$ cat src/rtl/bomberman_pkg.sv
// Shared player/map definitions: key command codes, tile geometry, map size,
// sequencer state encoding and the one-tile step helper.
package bomberman_pkg;

  typedef enum logic [2:0] {
    CMD_UP    = 3'd0,
    CMD_DOWN  = 3'd1,
    CMD_LEFT  = 3'd2,
    CMD_RIGHT = 3'd3,
    CMD_BOMB  = 3'd4,
    CMD_NOOP  = 3'd5
  } cmd_e;

  localparam int TILE_W   = 64;
  localparam int TILE_H   = 48;
  localparam int MAP_COLS = 640 / TILE_W;
  localparam int MAP_ROWS = 480 / TILE_H;

  typedef enum logic [1:0] {
    ST_IDLE  = 2'd0,
    ST_QUERY = 2'd1,
    ST_MOVE  = 2'd2
  } seq_state_e;

  typedef struct packed {
    logic       ok;
    logic [3:0] x;
    logic [3:0] y;
  } tile_step_t;

  // One extra bit keeps 0-1 and 15+1 out of range instead of wrapping back in.
  function automatic tile_step_t step_tile(input logic [3:0] x, input logic [3:0] y,
                                           input logic [1:0] dir,
                                           input logic [4:0] cols, input logic [4:0] rows);
    logic [4:0] nx;
    logic [4:0] ny;
    tile_step_t r;
    nx = {1'b0, x};
    ny = {1'b0, y};
    case (dir)
      2'd0:    ny = ny - 5'd1;
      2'd1:    ny = ny + 5'd1;
      2'd2:    nx = nx - 5'd1;
      default: nx = nx + 5'd1;
    endcase
    r.ok = (nx < cols) && (ny < rows);
    r.x  = nx[3:0];
    r.y  = ny[3:0];
    return r;
  endfunction

endpackage

$ cat src/rtl/move_sequencer.sv
// Turns key commands into map-checked one-tile moves of STEPS frames each; query issued the cycle after a key.
// Grant wait is unbounded; keys arriving while busy collapse into a single last-wins pending direction.
module move_sequencer #(
  parameter int STEPS    = 8,
  parameter int MAP_COLS = bomberman_pkg::MAP_COLS,
  parameter int MAP_ROWS = bomberman_pkg::MAP_ROWS
) (
  input  logic       frame_clk,
  input  logic       Reset,
  input  logic [2:0] key_cmd,
  input  logic       key_valid,
  input  logic [3:0] tile_x,
  input  logic [3:0] tile_y,
  output logic       map_req,
  output logic [3:0] map_x,
  output logic [3:0] map_y,
  input  logic       map_gnt,
  input  logic       map_free,
  output logic [2:0] command,
  output logic       enabled,
  output logic [4:0] xSpeed,
  output logic [4:0] ySpeed,
  output logic       bomb_req,
  output logic       blocked,
  output logic       busy
);
  import bomberman_pkg::*;

  localparam int         CNT_W = (STEPS > 1) ? $clog2(STEPS) : 1;
  localparam logic [4:0] COLS5 = 5'(MAP_COLS);
  localparam logic [4:0] ROWS5 = 5'(MAP_ROWS);

  seq_state_e       state, state_nxt;
  logic [3:0]       tgt_x, tgt_y, tgt_x_nxt, tgt_y_nxt;
  logic [1:0]       dir_q, dir_nxt, pend_dir, chain_dir;
  logic             pend_vld;
  logic [CNT_W-1:0] cnt;
  logic             ld_tgt, blk_set, bomb_set;
  logic             key_dir, key_bomb, move_done;
  tile_step_t       idle_step, chain_step;

  assign key_dir    = key_valid && !key_cmd[2];
  assign key_bomb   = key_valid && (key_cmd == CMD_BOMB);
  assign move_done  = (state == ST_MOVE) && (cnt == '0);
  // A key landing on the final MOVE cycle is newer than anything already pending.
  assign chain_dir  = key_dir ? key_cmd[1:0] : pend_dir;
  assign idle_step  = step_tile(tile_x, tile_y, key_cmd[1:0], COLS5, ROWS5);
  assign chain_step = step_tile(tgt_x, tgt_y, chain_dir, COLS5, ROWS5);

  always_ff @(posedge frame_clk) begin
    if (Reset) state <= ST_IDLE;
    else       state <= state_nxt;
  end

  always_comb begin
    state_nxt = state;
    ld_tgt    = 1'b0;
    tgt_x_nxt = tgt_x;
    tgt_y_nxt = tgt_y;
    dir_nxt   = dir_q;
    blk_set   = 1'b0;
    bomb_set  = 1'b0;
    case (state)
      ST_IDLE: begin
        if (key_dir) begin
          if (idle_step.ok) begin
            ld_tgt    = 1'b1;
            tgt_x_nxt = idle_step.x;
            tgt_y_nxt = idle_step.y;
            dir_nxt   = key_cmd[1:0];
            state_nxt = ST_QUERY;
          end else begin
            blk_set = 1'b1;
          end
        end else if (key_bomb) begin
          bomb_set = 1'b1;
        end
      end
      ST_QUERY: begin
        if (map_gnt) begin
          if (map_free) begin
            state_nxt = ST_MOVE;
          end else begin
            blk_set   = 1'b1;
            state_nxt = ST_IDLE;
          end
        end
      end
      ST_MOVE: begin
        if (move_done) begin
          if (key_dir || pend_vld) begin
            if (chain_step.ok) begin
              ld_tgt    = 1'b1;
              tgt_x_nxt = chain_step.x;
              tgt_y_nxt = chain_step.y;
              dir_nxt   = chain_dir;
              state_nxt = ST_QUERY;
            end else begin
              blk_set   = 1'b1;
              state_nxt = ST_IDLE;
            end
          end else begin
            state_nxt = ST_IDLE;
          end
        end
      end
      default: state_nxt = ST_IDLE;
    endcase
  end

  always_ff @(posedge frame_clk) begin
    if (Reset) begin
      tgt_x    <= '0;
      tgt_y    <= '0;
      dir_q    <= '0;
      cnt      <= '0;
      pend_vld <= 1'b0;
      pend_dir <= '0;
      bomb_req <= 1'b0;
      blocked  <= 1'b0;
    end else begin
      bomb_req <= bomb_set;
      blocked  <= blk_set;
      if (ld_tgt) begin
        tgt_x <= tgt_x_nxt;
        tgt_y <= tgt_y_nxt;
        dir_q <= dir_nxt;
      end
      if (state == ST_QUERY && state_nxt == ST_MOVE) cnt <= CNT_W'(STEPS - 1);
      else if (state == ST_MOVE && cnt != '0)        cnt <= cnt - 1'b1;
      // Pending is consumed at MOVE end and never survives a return to IDLE.
      if (state_nxt == ST_IDLE || move_done) begin
        pend_vld <= 1'b0;
      end else if (state != ST_IDLE && key_dir) begin
        pend_vld <= 1'b1;
        pend_dir <= key_cmd[1:0];
      end
    end
  end

  always_comb begin
    map_req = 1'b0;
    map_x   = '0;
    map_y   = '0;
    enabled = 1'b0;
    command = CMD_NOOP;
    busy    = (state != ST_IDLE);
    if (state == ST_QUERY) begin
      map_req = 1'b1;
      map_x   = tgt_x;
      map_y   = tgt_y;
    end
    if (state == ST_MOVE) begin
      enabled = 1'b1;
      command = {1'b0, dir_q};
    end
  end

  assign xSpeed = 5'(TILE_W / STEPS);
  assign ySpeed = 5'(TILE_H / STEPS);

endmodule
$ cat config.mk
export PLATFORM = sky130hd
export DESIGN_NAME = move_sequencer
export DESIGN_NICKNAME = d
export VERILOG_FILES = /design/src/rtl/bomberman_pkg.sv /design/src/rtl/move_sequencer.sv
export SDC_FILE = /design/constraint.sdc
export NUM_CORES = 1
export LEC_CHECK = 0
export CAP_MARGIN = 30
export CORE_AREA = 4 4 88 90
export DETAILED_ROUTE_END_ITERATION = 10
export DIE_AREA = 0 0 92 94
export GPL_TIMING_DRIVEN = 1
export PLACE_DENSITY_LB_ADDON = 0.05
export SLEW_MARGIN = 20
export SYNTH_ARGS = -nofsm -noshare
export SYNTH_HDL_FRONTEND = slang
export SYNTH_SLANG_ARGS = --single-unit
$ cat constraint.sdc
create_clock -name frame_clk -period 5.95 [get_ports frame_clk]
set_clock_uncertainty 0.2 [all_clocks]
set_input_delay 0.595 -clock frame_clk [delete_from_list [all_inputs] [get_ports frame_clk]]
set_output_delay 0.595 -clock frame_clk [all_outputs]
set_load 0.1 [all_outputs]
# Word level (Yosys, flattened, before mapping)
# Cells that the tools add are included.
[word_totals]
regBits = 20
latch_bits = 0
ram_bits = 0
rom_bits = 0
input_bits = 16
out_inout_bits = 26
elab_cells = 116
memories = 0
[op_classes]
add_sub_neg = 9
mul = 0
div = 0
magnitude_cmp = 4
eq_ne = 13
shifts = 0
mux = 53
bitwise = 2
n_reduce_logical = 26
[op_table]
columns = ["operator", "n"]
rows = [
  ["2-to-1 mux 4 bit", 12],
  ["case mux 5 bit (2 select lines)", 4],
  ["2-to-1 mux 2 bit", 12],
  ["adder 4 x 1 -> 5 bit, second input constant", 4],
  ["less-than comparator 5 x 4 -> 1 bit, second input constant", 4],
  ["subtractor 4 x 1 -> 5 bit, second input constant", 4],
  ["2-to-1 mux 1 bit", 16],
  ["case mux 4 bit (2 select lines)", 2],
  ["!= test 2 bit, second input constant", 5],
  ["2-to-1 mux 3 bit", 3],
  ["equality test 2 bit, second input constant", 4],
  ["logical AND 1 bit", 8],
  ["zero test 2 bit", 4],
  ["AND reduction 7 bit", 1],
  ["equality test 2 x 1 -> 1 bit, second input constant", 3],
  ["case mux 2 bit (3 select lines)", 1],
  ["nonzero test 2 bit", 3],
  ["OR reduction 2 bit", 3],
  ["case mux 2 bit (2 select lines)", 1],
  ["equality test 3 bit, second input constant", 1],
  ["zero test 3 bit", 1],
  ["case mux 1 bit (3 select lines)", 1],
  ["nonzero test 3 bit", 1],
  ["OR reduction 3 bit", 1],
  ["other kinds (6)", 8],
]

# Depth between registers and ports, before layout
# Gate-level depths: netlist of run 1.
[logic_depth]
ltp_word = 16
depth_mapped = 13

# Least setup slack after synthesis of run 1
# OpenSTA, ideal clock, no wires.
[synth_timing]
path_kind = "in2reg"
from = "input key_valid"
to = "register dir_q[0]"
t_arrival_ns = 3.384
t_required_ns = 5.629
setup_slack_ns = 2.245
stages = 11
path_buffers = 2
path_cell_list = "nor2b_4 > buf_6 > mux2i_2 > buf_6 > nand2_1 > fa_1 > xnor2_1 > or2b_2 > a311oi_4 > a31oi_2 > mux2_4"
[synth_via]
elab_chain_len = 12
word_cells_on_any_way = 25
cone_classes = "order compare: 2; eq/ne: 5; mux: 12; reduce/logical: 6"
[synth_lines]
columns = ["item", "line", "source"]
rows = [
  ["start, declared", "move_sequencer.sv:11", "input logic key_valid,"],
  ["logical AND 1 bit *", "move_sequencer.sv:42", "assign key_dir = key_valid && !key_cmd[2];"],
  ["2-to-1 mux 2 bit", "move_sequencer.sv:46", "assign chain_dir = key_dir ? key_cmd[1:0] : pend_dir;"],
  ["equality test 2 x 1 -> 1 bit or zero test 2 bit (tied branches)", "bomberman_pkg.sv:40", "case (dir)"],
  ["OR reduction 2 bit (no line)", "-", ""],
  ["case mux 5 bit (2 select lines)", "bomberman_pkg.sv:40", ""],
  ["less-than comparator 5 x 4 -> 1 bit", "bomberman_pkg.sv:46", "r.ok = (nx < cols) && (ny < rows);"],
  ["logical AND 1 bit", "bomberman_pkg.sv:46", ""],
  ["2-to-1 mux 1 bit", "move_sequencer.sv:92", "if (chain_step.ok) begin"],
  ["2-to-1 mux 1 bit", "move_sequencer.sv:91", "if (key_dir || pend_vld) begin"],
  ["2-to-1 mux 1 bit", "move_sequencer.sv:90", "if (move_done) begin"],
  ["case mux 1 bit (2 select lines)", "move_sequencer.sv:63", "case (state)"],
  ["AND reduction 7 bit (no line)", "-", ""],
  ["end signal, assigned", "move_sequencer.sv:127", "dir_q <= dir_nxt;"],
  ["end, declared", "move_sequencer.sv:35", "logic [1:0] dir_q, dir_nxt, pend_dir, chain_dir;"],
]
# Every way passes the cells marked *; elsewhere a longest branch is shown, timed or not. The select of a mux whose other input is x is not followed.
# A chain may end at the register's enable or synchronous reset.

# Final worst setup path of run 1
# Same ends and word-level chain as after synthesis.

==> results of run 1 <==
[final timing paths]
check                    from       end  depth (start not counted)
setup / recovery    key_valid  dir_q[0]                         11
hold / removal       dir_q[1]  dir_q[1]                          2
setup reg to reg  pend_dir[0]  dir_q[0]                          9
hold reg to reg      dir_q[1]  dir_q[1]                          2
[per-stage QoR]
stage,power (uW),std cells,utilization (%)
global route,473,373,34.6
global placement,311,369,33.6
finish,446,373,34.6
detailed placement,310,369,33.6
floorplan,280,259,-
CTS,455,373,34.6
[metal layers]
layer | vias to the layer above | routed length [microns] | global-route usage, %
met5 | - | 0 | 0
met4 | 0 | 39 | 3.47
met3 | 2 | 197 | 1.52
met2 | 28 | 2460 | 21.0
met1 | 847 | 2780 | 18.1
li1 | 937 | - | -
[worst max-delay path, stage by stage]
cell and delay [ps]:
clkdlybuf4s50_1 500, nor2b_4 330, mux2i_2 240, buf_4 250
nand2_1 160, fa_1 440, xnor2_1 210, or2b_2 340
a311oi_4 490, a31oi_2 260, mux2_4 340
[state kept, by name (all words and copies together), names as in the netlist]
name      cells
blocked       1
bomb_req      1
cnt           3
dir_q         2
pend_dir      2
pend_vld      1
state         2
tgt_x         4
tgt_y         4
[area by class of cell]
type	count	area share [%]
clock buffer	3	1.69
timing repair buffer	33	13.3
tap	99	5.07
multi-input combinational	198	59.4
sequential	20	16.4
clock inverter	1	1.23
inverter	19	2.92
[layout by cell type, fill, tap and decap left out, types with 2 or more instances in the layout]
cell,instances
and2_1,9
a31oi_1,4
a41oi_1,2
a211oi_1,3
o211ai_1,6
buf_4,2
nand2b_1,6
conb_1,10
nand3b_1,3
clkbuf_8,3
a311oi_1,2
xor2_1,4
dfxtp_1,20
a21oi_1,16
o21ai_0,16
nor2b_1,4
fa_1,3
a21o_1,5
a221oi_1,6
nand3_1,4
nand2_1,15
mux2i_1,6
ha_1,12
xnor2_1,7
inv_1,18
o31ai_1,3
nor4_1,2
o211a_1,2
nor3_1,5
o32ai_1,2
clkdlybuf4s50_1,31
a41o_2,2
mux2_4,3
nor2_1,16
[power by group]
part,internal (uW),total (uW),switching [uW],leakage [uW]
clock network,89.8,140,49.7,0.0000357
logic,55.6,161,105,0.000712
registers,139,146,7.19,0.000162
[cells by family after synthesis]
logic type                 share of synthesized area [%]
AOI/OAI and AO/OA                                   28.9
and+or+nand+nor                                     19.1
buffers and inverters                               11.6
DFF                                                 19.4
adders and majority gates                           10.2
xor gates and xnor gates                            4.68
muxes                                               5.77
other                                              0.364
==> impl_metrics.tcl, run 1 <==
set metrics [dict create \
    yosysUniqueCellTypes 59 \
    area_delta_synth_final_pct 18.6 \
    die_w_microns 92 \
    drc 0 \
    synthArstFlopShare_pct 0 \
    synth_top_area_cell "dfxtp_1" \
    fin_ws_ps 1760 \
    ios 42 \
    final_area_sq_mm 0.00244 \
    viasPerCell 4.86 \
    final_nets 306 \
    status "finished, final reports clean" \
    fill_cells 773 \
    drt_first_pass_iters 4 \
    portBuffers 31 \
    cts_setup_buffers 0 \
    setup_viol 0 \
    seq_area_frac_synth_pct 19.4 \
    critPathCaptureType "register" \
    multi_input_area_sq_mm 0.00145 \
    die_area_sq_mm 0.00865 \
    synth_edf_count 0 \
    slew_headroom_pct 34.7 \
    cp.arrival_ps 4150 \
    cts_resized 0 \
    cts_max_level 1 \
    drv_cap 0 \
    hp-class "register to register" \
    ir_drop_v 0.0000769 \
    r2r_slack_ps 2520 \
    avgSynthCellArea_sq_um 8.21 \
    cts_buffers 3 \
    tns_ps 0 \
    hold_ws_ps 273 \
    yosysMostFrequentCell "dfxtp_1" \
    routed_wl_mm 5.48 \
    synth_area_leaders "dfxtp_1 (19%), ha_1 (7.3%), a21oi_1 (3.9%)" \
    cts_tree "done" \
    ctsHoldBuffers 0 \
    required_ps 5910 \
    clkSlewWorstSetupHoldPaths_ps 80 \
    critPathKind "input port to register" \
    ant_nets 0 \
    yosys-top-cells-count "dfxtp_1 (20), inv_1 (18), a21oi_1 (16), nor2_1 (16), o21ai_0 (16)" \
    crit_path_start_kind "input port" \
    rsz0062_at_grt "false" \
    netlist_area_sq_mm 0.00206 \
    dp_slack_ps 1490 \
    grt_max_degree 20 \
    max_slew.worst_pin.slew_ps 976 \
    diodes 0 \
    power.density_mw_per_mm2 183 \
    synth_seq_cells 20 \
    route.vias.total 1814 \
    coreArea_sq_mm 0.00706 \
    clk_latency_ps 260 \
    grt_pass1_vias 1794 \
    die_h_microns 94 \
    hold_violations 0 \
    place_area_sq_mm 0.00237 \
    cts_root_buf "clkbuf_8" \
    layout-drive-gt1-share_pct 8.03 \
    finalCritPeriodShare_pct 70.5 \
    numClockSinks 20 \
    first_iter_violations 85 \
    clk_path_buf_depth 2 \
    wl_per_cell_microns 14.7 \
    critPathMaxFanout 15 \
    synth-main-ff-cell "dfxtp_1" \
    initial_utilization_pct 29.2 \
    netlist.area_leader.share_pct 19.4 \
    antenna_found_initial 0 \
    fmax_mhz 239 \
    track_usage_pct 13.0 \
    globalRouteOverflowTotal 0 \
    report.final.slew_viol_count 0 \
    std_cell_rows 31 \
    grt_pass1_wl_mm 9.07 \
    gp_congestion 0.804 \
    ff_latch_area_sq_um 400 \
    yosys_warnings 0 \
    dp_hpwl_mm 4.23 \
    syn_inst 251 \
    fin_crit_ps 4190 \
    p_leak_uw 0.000910 \
]
(Power assumes the default switching activity.)
==> run 2, diff against run 1 <==
==> constraint.sdc (replaced) <==
create_clock -name frame_clk -period 4.2 [get_ports frame_clk]
set_clock_uncertainty 0.2 [all_clocks]
set_input_delay 0.42 -clock frame_clk [delete_from_list [all_inputs] [get_ports frame_clk]]
set_output_delay 0.42 -clock frame_clk [all_outputs]
set_load 0.1 [all_outputs]
==> run 2 against run 1 <==
Compared with the run above:
- power is 43% higher
- clock power up 39%
- die area unchanged
- sequential cell count unchanged
- via count grew 1.9%
- worst setup slack worse by 1100 ps
- critical path depth is 1 lower
- first-iteration DRC count decreased by 31%
- hold slack got worse by 3.2 ps
- sequential power up 42%
- count of clock-buffer cells in the layout stayed put
- critical path type unchanged
- highest routed layer unchanged
==> impl_metrics.tcl, run 2 (synthesized netlist as in run 1, its figures left out) <==
set metrics [dict create \
    die_w_microns 92 \
    rr_worst_depth 9 \
    min_path_cells 2 \
    pwr-share-seq_pct 32.5 \
    top_regs "tgt_x: 4 flops, tgt_y: 4 flops, cnt: 3 flops" \
    clk_path_buf_depth 2 \
    tns_ps 0 \
    cts_tree "done" \
    grt_pass1_vias 1761 \
    cts_resized 0 \
    cts_max_level 1 \
    area_delta_synth_final_pct 21.7 \
    switching_share_pct 36.0 \
    report.final.slew_viol_count 0 \
    drv_cap 0 \
    coreArea_sq_mm 0.00706 \
    fill_cells 769 \
    finalCritPeriodShare_pct 83.8 \
    ir_drop_v 0.000160 \
    intPower_uw 408 \
    switching_power_uw 230 \
    cp.arrival_ps 3490 \
    route.vias.total 1849 \
    cts_root_buf "clkbuf_8" \
    diodes 0 \
    rr_endpoint "tgt_y[3]" \
    max_slew.worst_pin.slew_ps 976 \
    status "finished, final reports clean" \
    die_h_microns 94 \
    grt_max_degree 20 \
    numClockSinks 20 \
    clk_latency_ps 260 \
    fmax_mhz 284 \
    ant_nets 0 \
    r2r_slack_ps 1190 \
    routed_wl_mm 5.66 \
    hold_ws_ps 270 \
    viasPerCell 4.84 \
    power.density_mw_per_mm2 254 \
    first_iter_violations 59 \
    portBuffers 31 \
    grt_pass1_wl_mm 9.23 \
    reg2reg_from "pend_dir[0]" \
    drt_first_pass_iters 4 \
    required_ps 4170 \
    place_area_sq_mm 0.00244 \
    rsz0062_at_grt "false" \
    cts_buffers 3 \
    ios 42 \
    slew_headroom_pct 34.8 \
    critPathCaptureType "register" \
    critPathKind "input port to register" \
    cts_setup_buffers 0 \
    track_usage_pct 13.2 \
    p_comb_share_pct 37.0 \
    layout-drive-gt1-share_pct 14.1 \
    die_area_sq_mm 0.00865 \
    holdPathEnd "dir_q[1]" \
    fin_crit_ps 3520 \
    final_common_cell "clkdlybuf4s50_1" \
    globalRouteOverflowTotal 0 \
    antenna_found_initial 0 \
    gp_congestion 0.798 \
    wl_per_cell_microns 14.8 \
    p_leak_uw 0.000978 \
    mostFrequentLayoutCells "clkdlybuf4s50_1 (22), dfxtp_1 (20), buf_4 (19)" \
    final_area_sq_mm 0.00251 \
    initial_utilization_pct 29.2 \
    hp-class "register to register" \
    critPathMaxFanout 8 \
    crit_path_start_kind "input port" \
    dp_hpwl_mm 4.64 \
    p_clk_share_pct 30.5 \
    clkSlewWorstSetupHoldPaths_ps 80 \
    hold_violations 0 \
    final_nets 315 \
    std_cell_rows 31 \
    setup_viol 0 \
    ctsHoldBuffers 0 \
    drc 0 \
    min-delay-start "dir_q[1]" \
]
-- run 2: cell types whose count changed in the layout (fill, tap and decap cells not counted), sizes merged --
cell           delta
buf              +18
clkdlybuf4s50     -9
-- run 2: worst max-delay path, stage by stage --
cell and delay [ps]:
clkdlybuf4s50_1 490, nor2b_4 170, mux2i_2 240, nand2_1 180, fa_1 430, xnor2_1 200, or2b_2 330, a311oi_4 480
a31oi_1 230, a221oi_1 320
-- run 2: power by group through the flow --
stage	registers, uW	logic [uW]	clock network (uW)
3_5_place_dp	212	237	0
5_1_grt	209	257	210
3_3_place_gp	212	235	0
6_report	207	236	194
2_1_floorplan	212	184	0
4_1_cts	207	237	203
-- run 2: worst max-delay path by stage --
stage                   start        to  slack, ps  cells after the start
floorplan           key_valid  dir_q[0]        670                     11
global placement    key_valid  tgt_y[1]        430                     10
detailed placement  key_valid  tgt_y[0]        370                     10
CTS                 key_valid  tgt_y[3]        650                     10
global route        key_valid  tgt_x[1]        420                     10
finish              key_valid  tgt_y[3]        680                     10
-- run 2: per-layer routing --
layer | vias up | global-route usage, % | part of all wire [%]
met2 | 33 | 20.1 | 44
met5 | - | 0 | 0
met4 | 0 | 2.72 | 0.74
met1 | 852 | 19.8 | 52
li1 | 960 | - | -
met3 | 4 | 1.68 | 3.2
-- run 2: final cells by class --
cell class / count / area [sq um] / area share [%]
Multi-Input combinational cell: 198 / 1450 / 57.9
Sequential cell: 20 / 400 / 16.0
Timing Repair Buffer: 42 / 390 / 15.6
Tap cell: 99 / 124 / 4.94
Inverter: 19 / 71.3 / 2.84
Clock buffer: 3 / 41.3 / 1.65
Clock inverter: 1 / 30.0 / 1.20
-- run 2: stage by stage --
step / utilization, % / std cells / total power (uW) / setup WS, ps
after floorplan: - / 259 / 396 / 670
after global placement: 34.1 / 377 / 447 / 427
after detailed placement: 34.5 / 378 / 449 / 366
after CTS: 35.5 / 382 / 647 / 647
after global routing: 35.5 / 382 / 676 / 416
final: 35.5 / 382 / 638 / 679
==> run 3, diff against run 2 <==
==> constraint.sdc (replaced) <==
create_clock -name frame_clk -period 3.3 [get_ports frame_clk]
set_clock_uncertainty 0.2 [all_clocks]
set_input_delay 0.33 -clock frame_clk [delete_from_list [all_inputs] [get_ports frame_clk]]
set_output_delay 0.33 -clock frame_clk [all_outputs]
set_load 0.1 [all_outputs]
==> run 3 against run 2 <==
Compared with the run above:
- final cell count up 7.9%
- largest power group unchanged
- first-iteration DRC count up 32%
- combinational power up 56%
- non-clock buffer count up 30
- critical path depth up 1
==> impl_metrics.tcl, run 3 (synthesized netlist as in run 1, its figures left out) <==
set metrics [dict create \
    status "finished, final reports clean" \
    area_delta_synth_final_pct 36.9 \
    final_util_pct 40.0 \
    final_nets 345 \
    die_h_microns 94 \
    routed_wl_mm 5.85 \
    ant_nets 0 \
    diodes 0 \
    pwr-share-seq_pct 29.7 \
    power.density_mw_per_mm2 314 \
    required_ps 3270 \
    track_usage_pct 13.7 \
    die_area_sq_mm 0.00865 \
    coreArea_sq_mm 0.00706 \
    switching_power_uw 319 \
    fill_cells 762 \
    cp_slowest_cell "clkdlybuf4s50_1" \
    min-delay-start "key_valid" \
    cts_root_buf "clkbuf_8" \
    dp_hpwl_mm 4.67 \
    holdPathEnd "bomb_req" \
    top_regs "tgt_x: 4 flops, tgt_y: 4 flops, cnt: 3 flops" \
    mostFrequentLayoutCells "buf_4 (54), dfxtp_1 (20), inv_1 (18)" \
    crit_top_cell "buf_4" \
    worstPathCellList "clkdlybuf4s50_1, fa_1, a21o_1, a211oi_1, a31oi_1, xnor2_2, nor4_4, buf_4, buf_4, a31o_2, a221oi_1" \
    drt_first_pass_iters 4 \
    die_w_microns 92 \
    critPathKind "input port to register" \
    grt_max_degree 20 \
    fin_ws_ps 358 \
    r2r_slack_ps 380 \
    clk_latency_ps 260 \
    setup_viol 0 \
    drv_cap 0 \
    gp_congestion 0.819 \
    cp.arrival_ps 2920 \
    cts_buffers 3 \
    ir_drop_v 0.000200 \
    total_power_uw 885 \
    clk_path_buf_depth 2 \
    final_common_cell "buf_4" \
    reg2reg_from "pend_dir[1]" \
    critPathCaptureType "register" \
    layout-drive-gt1-share_pct 28.4 \
    p_clk_share_pct 28.8 \
    hold_violations 0 \
    p_comb_share_pct 41.5 \
    numClockSinks 20 \
    fmax_mhz 340 \
    route.vias.total 1989 \
    grt_pass1_vias 1977 \
    std_cell_rows 31 \
    globalRouteOverflowTotal 0 \
    rr_worst_depth 12 \
    dp_slack_ps -380 \
    min_path_cells 3 \
    crit_path_start_kind "input port" \
    slew_headroom_pct 34.9 \
    drc 0 \
    hp-class "input port to register" \
    cts_max_level 1 \
    ios 42 \
    antenna_found_initial 0 \
    critPathMaxFanout 7 \
    viasPerCell 4.83 \
    rsz0062_at_grt "false" \
    first_iter_violations 78 \
    rr_endpoint "pend_vld" \
    p_leak_uw 0.00118 \
    clkSlewWorstSetupHoldPaths_ps 80 \
    wl_per_cell_microns 14.2 \
    fin_crit_ps 2940 \
    switching_share_pct 36.0 \
    report.final.slew_viol_count 0 \
    portBuffers 31 \
    finalCritPeriodShare_pct 89.2 \
    initial_utilization_pct 29.2 \
    ctsHoldBuffers 0 \
    critPathMaxStageDelay_ps 480 \
    max_slew.worst_pin.slew_ps 973 \
    cts_tree "done" \
    intPower_uw 567 \
    grt_pass1_wl_mm 9.56 \
]
[run 3: changes by cell type in the layout (fill, tap and decap cells not counted), sizes merged]
cell	change
clkdlybuf4s50	-9
buf	+35
dlymetal6s2s	+4
[run 3: per-layer routing]
metal  up-vias  wire [microns]  GRT usage, %
met2        32            2750          23.4
met3         4             198          1.84
met1       937            2860          18.4
li1       1016               -             -
met4         0              38          2.85
met5         -               0             0
[run 3: through the flow]
step | area (sq um) | cells | TNS, ps | hold slack, ps
2_1_floorplan | 2110 | 259 | 0 | 206
3_3_place_gp | 2620 | 404 | -3700 | 250
3_5_place_dp | 2620 | 404 | -3990 | 259
4_1_cts | 2710 | 410 | 0 | 271
5_1_grt | 2820 | 412 | 0 | 236
6_report | 2820 | 412 | 0 | 205
[run 3: worst max path at each step]
stage,startpoint,to,slack (ps),cells after the start
CTS,key_valid,pend_vld,0.4,12
global route,tile_y[1],tgt_x[1],180,11
global placement,key_valid,tgt_y[1],-310,10
floorplan,key_valid,dir_q[0],20,11
finish,tile_y[1],tgt_y[1],360,11
detailed placement,key_valid,pend_vld,-380,11
[run 3: critical path, delay by kind of cell]
kind	cells	cell delay, ps
AO/OA/AOI/OAI	5	1040
buffers and inverters	3	780
adder cells (fa/ha/maj)	1	440
XOR/XNOR	1	260
AND/OR/NAND/NOR	1	60
[run 3: what timing repair did]
item	4_1_cts	5_1_grt
setup buffers	2	2
gates resized for setup	3	18
pin swaps	2	6
gates cloned	0	0
endpoints found under the setup margin	12	13
[run 3: final cells by class]
class | instances | area (sq um) | share of cell area [%]
clock buffer | 3 | 41.3 | 1.46
clock inverter | 1 | 30.0 | 1.06
inverter | 19 | 71.3 | 2.53
multi-input combinational | 198 | 1560 | 55.2
sequential | 20 | 400 | 14.2
tap | 99 | 124 | 4.39
timing repair buffer | 72 | 597 | 21.2
[run 3: power groups by stage]
stage	combinational (uW)	sequential, uW	clock, uW
finish	367	263	255
detailed placement	341	269	0
CTS	349	263	258
floorplan	239	270	0
global route	396	266	268
global placement	342	269	0
